$ cat config.mk
export PLATFORM = sky130hd
export DESIGN_NAME = display_scan_flat
export DESIGN_NICKNAME = d
export VERILOG_FILES = /design/src/rtl/display_scan_if.sv /design/src/rtl/display_scan.sv /design/src/flat_wrapper.sv
export SDC_FILE = /design/constraint.sdc
export NUM_CORES = 1
export LEC_CHECK = 0
export CORE_ASPECT_RATIO = 1.75
export CORE_MARGIN = 2
export CORE_UTILIZATION = 25
export CTS_CLUSTER_DIAMETER = 200
export CTS_CLUSTER_SIZE = 40
export DETAILED_ROUTE_END_ITERATION = 12
export PLACE_DENSITY_LB_ADDON = 0.05
export SYNTH_ARGS = -nofsm -noshare
export SYNTH_HDL_FRONTEND = slang
export SYNTH_SLANG_ARGS = --single-unit
$ cat constraint.sdc
create_clock -name clk -period 2.99 [get_ports clk]
set_input_delay 0.4485 -clock clk [delete_from_list [all_inputs] [get_ports clk]]
set_output_delay 0.4485 -clock clk [all_outputs]
set_load 0.1 [all_outputs]
$ cat src/rtl/display_scan_if.sv
// Frame/control inputs and scan outputs of the 8-digit seven-segment scan controller.
interface display_scan_if;
    logic [31:0] digits_in;
    logic [7:0]  digit_en;
    logic        lz_en;
    logic [7:0]  blink_mask;
    logic [3:0]  num;
    logic [7:0]  an_sel;
    logic [2:0]  scan_idx;

    modport master (
        output digits_in, digit_en, lz_en, blink_mask,
        input  num, an_sel, scan_idx
    );

    modport slave (
        input  digits_in, digit_en, lz_en, blink_mask,
        output num, an_sel, scan_idx
    );
endinterface

$ cat src/rtl/display_scan.sv
// Time-multiplexed 8-digit scan with frame-atomic latching, digit enable and leading-zero blanking.
// Blinking is built only when DISPLAY_SCAN_BLINK_EN is defined.
module display_scan #(
    parameter int SCAN_DIV     = 100000,
    parameter int BLINK_FRAMES = 125
) (
    input  logic         clk,
    input  logic         rst_n,
    display_scan_if.slave bus
);
    localparam int DIV_W = $clog2(SCAN_DIV);

    logic [DIV_W-1:0] div_q, div_d;
    logic [2:0]       idx_q, idx_d;
    logic [7:0]       an_q;
    logic [3:0]       num_q, num_d;
    logic [31:0]      shadow_q, shadow_d;
    logic             load_pending_q;
    logic             tick, frame_tick, phase_on;
    logic [7:0]       all_zero;

    assign tick       = (div_q == DIV_W'(SCAN_DIV - 1));
    assign frame_tick = tick && (idx_q == 3'd7);
    assign div_d      = tick ? '0 : div_q + 1'b1;
    assign idx_d      = tick ? idx_q + 3'd1 : idx_q;
    assign shadow_d   = (load_pending_q || frame_tick) ? bus.digits_in : shadow_q;

`ifdef DISPLAY_SCAN_BLINK_EN
    localparam int BW = (BLINK_FRAMES > 1) ? $clog2(BLINK_FRAMES) : 1;
    logic [BW-1:0] blink_cnt_q;
    logic          phase_q;

    always_ff @(posedge clk or negedge rst_n) begin
        if (!rst_n) begin
            blink_cnt_q <= '0;
            phase_q     <= 1'b1;
        end else if (frame_tick) begin
            if (blink_cnt_q == BW'(BLINK_FRAMES - 1)) begin
                blink_cnt_q <= '0;
                phase_q     <= ~phase_q;
            end else begin
                blink_cnt_q <= blink_cnt_q + 1'b1;
            end
        end
    end
    assign phase_on = phase_q;
`else
    // Always true for any legal BLINK_FRAMES: without blinking the phase stays on.
    assign phase_on = (BLINK_FRAMES > 0);
`endif

    // all_zero[i]: nibbles 7 down to i are all literally 0x0.
    always_comb begin
        all_zero[7] = (shadow_q[31:28] == 4'h0);
        for (int i = 6; i >= 0; i--)
            all_zero[i] = all_zero[i+1] && (shadow_q[4*i +: 4] == 4'h0);
    end

    // Later assignments take priority, so the rules are applied lowest-priority first.
    always_comb begin
        logic [3:0] nib;
        nib   = shadow_q[{idx_d, 2'b00} +: 4];
        num_d = (nib >= 4'hC) ? 4'hB : nib;
        if (bus.lz_en && (idx_d != 3'd0) && all_zero[idx_d])
            num_d = 4'hB;
        if (!phase_on && bus.blink_mask[idx_d])
            num_d = 4'hB;
        if (!bus.digit_en[idx_d])
            num_d = 4'hB;
    end

    always_ff @(posedge clk or negedge rst_n) begin
        if (!rst_n) begin
            div_q          <= '0;
            idx_q          <= 3'd0;
            an_q           <= 8'h01;
            num_q          <= 4'hB;
            shadow_q       <= 32'hBBBB_BBBB;
            load_pending_q <= 1'b1;
        end else begin
            div_q          <= div_d;
            idx_q          <= idx_d;
            an_q           <= 8'h01 << idx_d;
            num_q          <= num_d;
            shadow_q       <= shadow_d;
            load_pending_q <= 1'b0;
        end
    end

    assign bus.num      = num_q;
    assign bus.an_sel   = an_q;
    assign bus.scan_idx = idx_q;
endmodule

$ cat src/flat_wrapper.sv
// flat-port wrapper written by rule: the top's interface ports become plain ports
module display_scan_flat 
#(
    parameter int SCAN_DIV     = 100000,
    parameter int BLINK_FRAMES = 125
)
  (clk, rst_n, bus_digits_in, bus_digit_en, bus_lz_en, bus_blink_mask, bus_num, bus_an_sel, bus_scan_idx);
  display_scan_if bus_i ();
  input  logic clk;
  input  logic rst_n;
  input wire logic [$bits(bus_i.digits_in)-1:0] bus_digits_in;
  input wire logic [$bits(bus_i.digit_en)-1:0] bus_digit_en;
  input wire logic [$bits(bus_i.lz_en)-1:0] bus_lz_en;
  input wire logic [$bits(bus_i.blink_mask)-1:0] bus_blink_mask;
  output wire logic [$bits(bus_i.num)-1:0] bus_num;
  output wire logic [$bits(bus_i.an_sel)-1:0] bus_an_sel;
  output wire logic [$bits(bus_i.scan_idx)-1:0] bus_scan_idx;
  assign bus_i.digits_in = bus_digits_in;
  assign bus_i.digit_en = bus_digit_en;
  assign bus_i.lz_en = bus_lz_en;
  assign bus_i.blink_mask = bus_blink_mask;
  assign bus_num = bus_i.num;
  assign bus_an_sel = bus_i.an_sel;
  assign bus_scan_idx = bus_i.scan_idx;
  display_scan #(.SCAN_DIV(SCAN_DIV), .BLINK_FRAMES(BLINK_FRAMES)) u_core (.clk(clk), .rst_n(rst_n), .bus(bus_i));
endmodule
==> reports/results.md, run 1 <==
| Item | This run | Unit |
| --- | --- | --- |
| Number of maximum-capacitance constraint violations | 0 | - |
| Average wire per cell in the routed design | 18.3 | µm |
| Final worst hold slack | 0.157 | ns |
| CTS Buf Count | 9 | - |
| Maximum buffer depth of the clock tree | 2 | - |
| Leakage | 1.82 | nW |
| Syn Inst Count | 273 | - |
| Remaining DRCs | 0 | - |
| Most used standard cell by instance count after synthesis | sky130_fd_sc_hd__dfrtp_1 | - |
| Worst-path clk slew | 0.06 | ns |
| Number of hold buffers added after cts | 0 | - |
| Number of enable flip-flop cells after synthesis | 0 | - |
| Utilization after layout | 33.7 | % |
| Worst reg2reg path startpoint | u_core.div_q[0] | - |
| Number of cells on the worst reg-to-reg path | 8 | - |
| Die Footprint | 14500 | µm² |
| H-tree depth | 3 | - |
| Worst vdd ir | 0.240 | mV |
| Total Nets Final | 389 | - |
| Top cells by count, synth | sky130_fd_sc_hd__dfrtp_1 (36), sky130_fd_sc_hd__mux2_2 (32), sky130_fd_sc_hd__dfstp_2 (29) | - |
| Synthesized netlist net count | 327 | - |
| Post-DP Area | 4140 | µm² |
| Leading post-synthesis cells by cell area | sky130_fd_sc_hd__dfrtp_1 (27%), sky130_fd_sc_hd__dfstp_2 (22%), sky130_fd_sc_hd__mux2_2 (11%), sky130_fd_sc_hd__mux4_2 (6.0%), sky130_fd_sc_hd__nor2_1 (2.9%) | - |
| Count of final hold-check violations | 0 | - |
| Commonest register cell after synthesis | sky130_fd_sc_hd__dfrtp_1 | - |
| Detailed-router iteration count before antenna repair | 4 | - |
| Die Y-Extent | 158 | µm |
| Critical path data required time | 3.25 | ns |
| Area of the mapped netlist | 3390 | µm² |
| Core Box Area | 13300 | µm² |
| Slew HR | 53.7 | % |
| GRT Resource Usage Total | 13.9 | % |
| Fmax | 378 | MHz |
| Pwr per Cell Area | 550 | nW/µm² |
| Antenna Violating Nets Remaining | 0 | - |
| Dpl hpwl | 6960 | µm |
| RSZ-0062 raised after global routing | no | - |
| Run status | finished clean | - |
| Initial antenna violation count | 0 | - |
| Syn_area_per_cell | 12.4 | µm² |
| Post-synthesis sequential element count | 65 | - |
| Buffer count from post-CTS setup fixing | 0 | - |
| Logic gate share of total power | 9.1 | % |
| Internal cell power | 1.92 | mW |
| Proportion of layout cells with a drive suffix above 1 | 38.2 | % |
| CP Launch Type | register | - |
| Non-filler cells, final | 514 | - |
| Tcrit/Tclk final | 88.4 | % |
| I/O pin cnt | 66 | - |
| Final design instance area without fill | 4480 | µm² |
| Yosys synthesis warning count | 0 | - |
| Total placed cells including tap cells | 498 | - |
| Resized cells post-CTS | 0 | - |
| FF-to-FF End | u_core.bus.num[0] | - |
| Register-to-register path setup slack | 0.35 | ns |
| PortBufs | 57 | - |
| Clock Latency Late Sink | 0.33 | ns |
| Area Growth Syn to Fin | 32.3 | % |
| Initial Utilization | 25.5 | % |
| Count of unique library cells instantiated by Yosys | 61 | - |
| Arr. time, crit path | 2.91 | ns |
| Final GP Congestion | 0.787 | - |
| Fraction of power spent switching nets | 22.2 | % |
| Max Transition Viols Final | 0 | - |
| Diode count | 0 | - |
| Top-area cell type share of the netlist area | 26.6 | % |
| Final setup viols | 0 | - |
| Post-synth top area cell | sky130_fd_sc_hd__dfrtp_1 | - |
| Slew of the pin with the lowest slew margin | 0.694 | ns |
| Pre-CTS worst setup slack | 0.326 | ns |
| Overall Power | 2.47 | mW |
| Peak fanout along the critical path | 24 | - |
| Grt total ovfl | 0 | - |
| Fraction of the yosys area taken by sequential cells | 49.1 | % |
| Clk Tree Root Cell | sky130_fd_sc_hd__clkbuf_16 | - |
| Sequential share of power | 41.2 | % |
| Worst-case setup margin in the final layout | 0.348 | ns |
| First-pass GRT wire length | 15000 | µm |
| Max Clock Skew | 0.00652 | ns |
| Vias | 2384 | - |
| Worst hold path type | input pin to async pin | - |
| Post-Route Setup TNS | 0 | ns |
| Filler cell count | 1355 | - |
| Kind of critical path | register to register | - |
| Number of global-route vias before repair | 2587 | - |
| Endpoint kind of the worst setup timing path | register | - |
| Avg Vias per Cell | 4.64 | - |
| P_sw | 0.547 | mW |
| TritonCTS clock tree | built | - |
| Clock share of power | 49.7 | % |
| Number of violations reported at the end of detailed-routing iteration 0 | 102 | - |
| Largest net degree at the start of global routing | 38 | - |
| Async SR Flop Fraction | 100 | % |
| Final wirelength | 9390 | µm |
| Shortest clock period the worst path allows after layout | 2.64 | ns |
| Core Rows | 56 | - |
| Sink Count | 65 | - |
| X dimension of the die | 92.0 | µm |
==> power by group through the flow <==
stage	Clock, mW	Combinational, mW	Sequential [mW]
after floorplan	0	0.0947	1.03
after global placement	0	0.228	1.03
after detailed placement	0	0.229	1.03
after CTS	1.26	0.230	1.02
after global routing	1.30	0.243	1.02
final	1.23	0.224	1.02
==> final cells by class <==
class                           instances  area (µm²)  share of cell area, %
Clock buffer                           11         243                   5.41
Clock inverter                          5         103                   2.29
Sequential cell                        65        1660                   37.1
Timing Repair Buffer                   65         613                   13.7
Tap cell                              174         218                   4.86
Inverter                                7        26.3                  0.586
Multi-Input combinational cell        187        1620                   36.1
==> placed cells by master, fill, tap and decap left out, types with 3 or more instances in the layout <==
master                             n
sky130_fd_sc_hd__and3_1            3
sky130_fd_sc_hd__a211oi_1          3
sky130_fd_sc_hd__ha_1              3
sky130_fd_sc_hd__bufinv_16         3
sky130_fd_sc_hd__o21ai_0           7
sky130_fd_sc_hd__dfstp_2          29
sky130_fd_sc_hd__nand3_1          10
sky130_fd_sc_hd__nand2_1          14
sky130_fd_sc_hd__xnor2_1           8
sky130_fd_sc_hd__a21oi_1           3
sky130_fd_sc_hd__nor4_1            6
sky130_fd_sc_hd__inv_1             6
sky130_fd_sc_hd__xor2_1            7
sky130_fd_sc_hd__mux2_2           32
sky130_fd_sc_hd__nor2_1           26
sky130_fd_sc_hd__buf_4            21
sky130_fd_sc_hd__clkdlybuf4s50_1  41
sky130_fd_sc_hd__clkbuf_16         9
sky130_fd_sc_hd__mux4_2            9
sky130_fd_sc_hd__mux2i_1           8
sky130_fd_sc_hd__dfrtp_1          36
==> routing by layer <==
layer / GRT usage (%) / part of all wire (%)
met5: 0 / 0
met4: 5.26 / 1.3
met3: 2.90 / 3.3
met2: 25.5 / 56
met1: 15.7 / 39
==> worst max-delay path, stage by stage, from the launching register on <==
cell and delay (ns):
sky130_fd_sc_hd__dfrtp_1 0.39, sky130_fd_sc_hd__ha_1 0.23, sky130_fd_sc_hd__and4_4 0.27, sky130_fd_sc_hd__and4_4 0.50, sky130_fd_sc_hd__or2b_2 0.20, sky130_fd_sc_hd__a21boi_2 0.36, sky130_fd_sc_hd__mux2i_1 0.31, sky130_fd_sc_hd__o21ai_0 0.11
sky130_fd_sc_hd__a21o_1 0.20
==> flip-flops by register name, summed over array words and instances, names as in the netlist <==
signal / count
u_core.shadow_q: 32
u_core.div_q: 17
u_core.bus.an_sel: 8
u_core.bus.num: 4
u_core.bus.scan_idx: 3
u_core.load_pending_q: 1
==> worst max-delay path by stage <==
stage / start / endpoint / slack, ns / cells past startpoint
finish: u_core.div_q[0] / u_core.bus.num[0] / 0.35 / 8
CTS: u_core.div_q[13] / u_core.bus.num[2] / 0.31 / 7
floorplan: u_core.bus.scan_idx[0] / u_core.bus.num[0] / 0.05 / 8
global placement: u_core.div_q[13] / u_core.bus.num[0] / 0.32 / 7
global route: u_core.div_q[13] / u_core.bus.num[2] / 0.16 / 7
detailed placement: u_core.div_q[13] / u_core.bus.num[2] / 0.33 / 7
==> cells by family after synthesis <==
kind of cell             count (synthesis)  share of synthesized area (%)
multiplexers                            53                           21.3
other                                    1                          0.111
XOR/XNOR                                15                           3.88
buffers and inverters                   21                           3.54
AND/OR/NAND/NOR                         83                           13.8
adder cells (fa/ha/maj)                  3                           1.11
flip-flops                              65                           49.1
AO/OA/AOI/OAI                           32                           7.27
(Power assumes the default switching activity.)
==> run 2, diff against run 1 <==
GPL_TIMING_DRIVEN = 0   (was not set)
==> run 2 against run 1 <==
Combinational power about the same. Die area unchanged. Maximum frequency fell by 0.87%. Critical path depth is 1 lower. Non-clock buffer count up 5. First-iteration DRC count is 33% lower. Sequential share of layout area rose by 0.29 points. Count of clock-buffer cells in the layout is 3 higher. Critical endpoint is now u_core.bus.num[1].
==> reports/results.md, run 2 (synthesis results as in run 1) <==
| Item | This run | Unit |
| --- | --- | --- |
| Run status | finished clean | - |
| Grt total ovfl | 0 | - |
| Worst-path clk slew | 0.05 | ns |
| Largest reg by FF count | u_core.shadow_q | - |
| Utilization after layout | 33.4 | % |
| Avg Vias per Cell | 4.57 | - |
| Antenna Violating Nets Remaining | 0 | - |
| Total Nets Final | 394 | - |
| Vias | 2371 | - |
| Initial Utilization | 25.5 | % |
| Shortest clock period the worst path allows after layout | 2.67 | ns |
| Critical path data required time | 3.24 | ns |
| Clock share of power | 44.1 | % |
| Resized cells post-CTS | 0 | - |
| Leakage | 1.78 | nW |
| Number of hold buffers added after cts | 0 | - |
| X dimension of the die | 92.0 | µm |
| Final wirelength | 9470 | µm |
| Commonest non-fill, non-tap cells in the layout | sky130_fd_sc_hd__clkdlybuf4s50_1 (56), sky130_fd_sc_hd__dfrtp_1 (36), sky130_fd_sc_hd__mux2_2 (32) | - |
| Most frequent standard cell in the layout excluding fill and tap cells | sky130_fd_sc_hd__clkdlybuf4s50_1 | - |
| Core Rows | 56 | - |
| First-pass GRT wire length | 15000 | µm |
| GRT Resource Usage Total | 14.1 | % |
| Maximum buffer depth of the clock tree | 2 | - |
| Endpoint kind of the worst setup timing path | register | - |
| Number of global-route vias before repair | 2667 | - |
| Slew of the pin with the lowest slew margin | 0.982 | ns |
| Die Y-Extent | 158 | µm |
| Area Growth Syn to Fin | 31.2 | % |
| CTS Buf Count | 9 | - |
| Slew HR | 34.4 | % |
| Post-Route Setup TNS | 0 | ns |
| Area taken by multi-input logic gates | 1610 | µm² |
| Count of final hold-check violations | 0 | - |
| Average wire per cell in the routed design | 18.2 | µm |
| Number of violations reported at the end of detailed-routing iteration 0 | 68 | - |
| Worst-case setup margin in the final layout | 0.325 | ns |
| CP Launch Type | register | - |
| Fmax | 375 | MHz |
| Pwr per Cell Area | 497 | nW/µm² |
| P_sw | 0.523 | mW |
| Max Clock Skew | 0.0105 | ns |
| Arr. time, crit path | 2.92 | ns |
| Peak fanout along the critical path | 9 | - |
| Worst vdd ir | 0.258 | mV |
| Largest net degree at the start of global routing | 66 | - |
| Filler cell count | 1395 | - |
| Dpl hpwl | 7290 | µm |
| Tcrit/Tclk final | 89.1 | % |
| Final GP Congestion | 0.782 | - |
| Clk Tree Root Cell | sky130_fd_sc_hd__clkbuf_16 | - |
| Number of maximum-capacitance constraint violations | 0 | - |
| Kind of critical path | register to register | - |
| Worst hold path type | input pin to async pin | - |
| RSZ-0062 raised after global routing | no | - |
| Core Box Area | 13300 | µm² |
| Storage element area | 1660 | µm² |
| Fraction of power spent switching nets | 23.7 | % |
| Initial antenna violation count | 0 | - |
| Final setup viols | 0 | - |
| Sequential share of power | 45.9 | % |
| Logic gate share of total power | 10.0 | % |
| Sink Count | 65 | - |
| Internal cell power | 1.69 | mW |
| Proportion of layout cells with a drive suffix above 1 | 33.6 | % |
| Clock Latency Late Sink | 0.33 | ns |
| Diode count | 0 | - |
| Pre-CTS worst setup slack | 0.0839 | ns |
| TritonCTS clock tree | built | - |
| Total placed cells including tap cells | 504 | - |
| Non-filler cells, final | 519 | - |
| Buffer count from post-CTS setup fixing | 0 | - |
| H-tree depth | 3 | - |
| I/O pin cnt | 66 | - |
| Detailed-router iteration count before antenna repair | 5 | - |
| Die Footprint | 14500 | µm² |
| Remaining DRCs | 0 | - |
| PortBufs | 57 | - |
| Largest register FFs | 32 | - |
| Max Transition Viols Final | 0 | - |
-- run 2: changes by cell type in the layout (fill, tap and decap cells not counted) --
cell                              delta
sky130_fd_sc_hd__buf_4              -18
sky130_fd_sc_hd__a21oi_4             -1
sky130_fd_sc_hd__clkbuf_1            +3
sky130_fd_sc_hd__clkbuf_8            +1
sky130_fd_sc_hd__buf_6               +1
sky130_fd_sc_hd__a21oi_1             +1
sky130_fd_sc_hd__bufinv_16           -3
sky130_fd_sc_hd__buf_2               +7
sky130_fd_sc_hd__clkdlybuf4s50_1    +15
sky130_fd_sc_hd__buf_12              -1
-- run 2: power by group through the flow --
| stage | logic [mW] | clock network [mW] | registers (mW) |
|---|---|---|---|
| finish | 0.221 | 0.975 | 1.01 |
| CTS | 0.228 | 1.01 | 1.02 |
| global route | 0.241 | 1.05 | 1.02 |
| floorplan | 0.0947 | 0 | 1.03 |
| global placement | 0.226 | 0 | 1.03 |
| detailed placement | 0.227 | 0 | 1.03 |
-- run 2: critical path, cell delays in order (launching register included) --
cell	delay, ns
sky130_fd_sc_hd__dfrtp_1	0.41
sky130_fd_sc_hd__ha_1	0.24
sky130_fd_sc_hd__ha_1	0.58
sky130_fd_sc_hd__mux4_2	0.36
sky130_fd_sc_hd__mux4_2	0.50
sky130_fd_sc_hd__nand2_1	0.12
sky130_fd_sc_hd__nand4_2	0.16
sky130_fd_sc_hd__a21o_1	0.21
-- run 2: routing by layer --
metal / vias to the layer above / track usage [%] / wire length [µm]
met5: - / 0 / 0
met4: 0 / 5.47 / 175
met3: 10 / 3.09 / 282
met2: 55 / 27.8 / 5520
met1: 1184 / 14.0 / 3490
li1: 1122 / - / -
-- run 2: stage by stage --
step	area, µm²	total power [mW]	hold slack (ns)
finish	4450	2.21	0.210
global placement	4180	1.25	0.475
CTS	4450	2.26	0.264
global route	4450	2.31	0.284
floorplan	3390	1.12	0.153
detailed placement	4180	1.26	0.478
-- run 2: final timing paths --
path / slack, ns / end / cells after the start / start
max: 0.32 / u_core.bus.num[1] / 7 / u_core.bus.scan_idx[0]
min: 0.21 / u_core.bus.an_sel[6] / 1 / rst_n
max reg2reg: 0.32 / u_core.bus.num[1] / 7 / u_core.bus.scan_idx[0]
min reg2reg: 0.48 / u_core.div_q[0] / 1 / u_core.div_q[0]
max in group asynchronous: 2.19 / u_core.shadow_q[10] / 1 / rst_n
min in group clk: 0.48 / u_core.div_q[0] / 1 / u_core.div_q[0]
-- run 2: final cells by class --
| class | instances | area share (%) |
|---|---|---|
| buffer | 13 | 2.03 |
| clock buffer | 14 | 5.94 |
| clock inverter | 2 | 0.281 |
| inverter | 7 | 0.591 |
| multi-input combinational | 187 | 36.1 |
| sequential | 65 | 37.4 |
| tap | 174 | 4.89 |
| timing repair buffer | 57 | 12.8 |
==> RTL edit: new RTL, settings of run 2 <==
`SCAN_DIV` is set to 100000 in 2 places; all go to 25000.
--- a/src/rtl/display_scan.sv
+++ b/src/rtl/display_scan.sv
@@ -1,7 +1,7 @@
 // Time-multiplexed 8-digit scan with frame-atomic latching, digit enable and leading-zero blanking.
 // Blinking is built only when DISPLAY_SCAN_BLINK_EN is defined.
 module display_scan #(
-    parameter int SCAN_DIV     = 100000,
+    parameter int SCAN_DIV     = 25000,
     parameter int BLINK_FRAMES = 125
 ) (
     input  logic         clk,
--- a/src/flat_wrapper.sv
+++ b/src/flat_wrapper.sv
@@ -1,7 +1,7 @@
 // flat-port wrapper written by rule: the top's interface ports become plain ports
 module display_scan_flat 
 #(
-    parameter int SCAN_DIV     = 100000,
+    parameter int SCAN_DIV     = 25000,
     parameter int BLINK_FRAMES = 125
 )
   (clk, rst_n, bus_digits_in, bus_digit_en, bus_lz_en, bus_blink_mask, bus_num, bus_an_sel, bus_scan_idx);
Formal check against the unedited RTL: same outputs for any inputs over 10 cycles, from zero or initial values and one cycle with rst_n low; that may be too few to reach the edited logic, so the function may still have changed.
==> RTL edit against run 2 <==
Worst setup slack got worse by 0.21 ns; synthesized area fell by 0.74%; power fell by 1.8%; design area fell by 0.39%; clock skew fell by 0.0043 ns; sequential cell count fell by 2; core utilization barely moved; wire length rose by 6.6%; worst hold slack got worse by 0.00069 ns.
==> RTL edit: results (changes against run 2) <==
total CTS buffers=9 (unchanged); Synth area leaders=dfrtp_1, dfstp_2, mux2_2; maximum VDD drop=206 uV (-20%); Static Leak=1.69 nW (-4.9%); first-pass GRT wire length=16100 um (+7.3%); CP endpoint=u_core.bus.num[0]$_DFF_PN1_; DP HPWL=7540 um (+3.5%); Root Driver=clkbuf_16; max reg flops=32 (unchanged); CP max stage delay=0.38 ns (-0.20 ns); largest net degree at the start of global routing=64 (-3.0%); nets=423 (+7.4%); CP delay by family, top=compound AO/OA/AOI/OAI gates; Most flops, register=u_core.shadow_q; Worst Setup SP=u_core.div_q[0]$_DFF_PN0_; n_diodes=0 (unchanged); Max stage delay cell, worst path=dfrtp_1; fin cells=548 (+5.6%); Vias/cell=4.84 (+5.9%); Crit Path Class=flip-flop to flip-flop; register-to-register setup slack=0.11 ns (-0.21 ns); number of post-CTS setup repair buffers=0 (unchanged); Worst-path clk slew=0.05 ns (about the same); placed cells=532 (+5.6%); drt wl/cell=18.4 um (+1.0%); status=finished clean; Seq/Total Area, Yosys=47.9% (-1.1 points); Worst Path Arrival=3.11 ns (+0.19 ns); Clock Latency Late Sink=0.32 ns; min-delay worst type=input pin to async pin; Mapped Cells=301 (+10%); Tot GR Track Use=14.8% (+0.72 points); YS warnings=0 (unchanged); DRT iter0 DRCs=95 (+40%); Post-synth top cells=mux2_2, dfrtp_1, dfstp_2; Crit Path Max Fanout=10 (+1); share of cells above drive strength 1=27.0% (-6.6 points); Synth async-reset ratio=100% (unchanged); Placer Congestion=0.819 (+4.8%); Synth Net Count=355 (+8.6%); initial antenna violation count=0 (unchanged); worst reg2reg path depth=11 (+4); post-synth cell types=55 (-9.8%); vias in the first global route=2829 (+6.1%); Max Root-Sink Buffers=2 (unchanged); DP Area=4150 sq um (-0.60%); fillcell total=1337 (-4.2%); Setup Skew=0.00619 ns (-0.00431 ns); internal power=1.66 mW (-1.9%); Initial DRT Pass Iterations=4 (-1); htree depth=3 (unchanged); worst slew pin tran=0.981 ns (-0.000264 ns)
RTL edit: timing repair:
item,CTS,global route
hold endpoints to repair,0,0
resized for setup,3,1
setup endpoints to repair,23,2
RTL edit: worst register-to-register path, cell delays in order, from the launching register on:
cell	delay (ns)
dfrtp_1	0.38
ha_1	0.30
and4bb_1	0.25
and4_1	0.21
buf_6	0.14
buf_2	0.24
buf_2	0.27
mux2i_1	0.23
a221oi_1	0.08
a31oi_1	0.35
o211ai_1	0.19
o211ai_1	0.15
RTL edit: how the worst min path moves through the flow:
stage                              startpoint                              to  slack (ns)  cells after the start
global placement    u_core.div_q[0]$_DFF_PN0_       u_core.div_q[0]$_DFF_PN0_        0.47                      1
global route                            rst_n       u_core.div_q[2]$_DFF_PN0_        0.28                      1
finish                                  rst_n       u_core.div_q[2]$_DFF_PN0_        0.21                      1
detailed placement  u_core.div_q[0]$_DFF_PN0_       u_core.div_q[0]$_DFF_PN0_        0.48                      1
floorplan                               rst_n  u_core.bus.an_sel[1]$_DFF_PN0_        0.15                      0
CTS                                     rst_n       u_core.div_q[2]$_DFF_PN0_        0.26                      1
RTL edit: through the flow:
step	utilization [%]	hold slack (ns)	setup slack, ns
after floorplan	-	0.153	0.0666
after global placement	31.4	0.473	-0.797
after detailed placement	31.3	0.480	-0.162
after CTS	33.4	0.258	0.0790
after global routing	33.5	0.280	0.00408
final	33.5	0.210	0.112
RTL edit: cells by family after synthesis:
group           Yosys count  share of synthesized area, %
simple gates             96                          15.2
flops                    63                          47.9
mux                      59                          19.5
compound gates           46                          10.0
buf+inv                  20                          2.71
xor+xnor                 13                          3.38
fa+ha+maj                 3                          1.12
other cells               1                         0.111
RTL edit: final cells by class:
cell class / instances / area, sq um / share of cell area, %
flip-flops and latches: 63 / 1610 / 36.4
clock inverters: 1 / 5.00 / 0.113
repair buffers: 57 / 568 / 12.8
multi-input cells: 218 / 1660 / 37.6
inverters: 5 / 21.3 / 0.480
well taps: 174 / 218 / 4.91
plain buffers: 15 / 73.8 / 1.67
clock buffers: 15 / 268 / 6.04
RTL edit: power groups by stage:
stage	clock [mW]	sequential (mW)	combinational, mW
6_report	0.969	0.981	0.221
5_1_grt	1.05	0.990	0.239
4_1_cts	1.01	0.982	0.226
3_5_place_dp	0	0.996	0.225
3_3_place_gp	0	0.994	0.223
2_1_floorplan	0	1.00	0.0911
RTL edit: per-layer routing:
metal	up-vias	share of wire [%]	global-route usage (%)
met5	-	0	0
met4	0	4.8	8.81
met3	25	2.9	2.82
met2	64	53	26.1
met1	1309	39	16.4
li1	1254	-	-
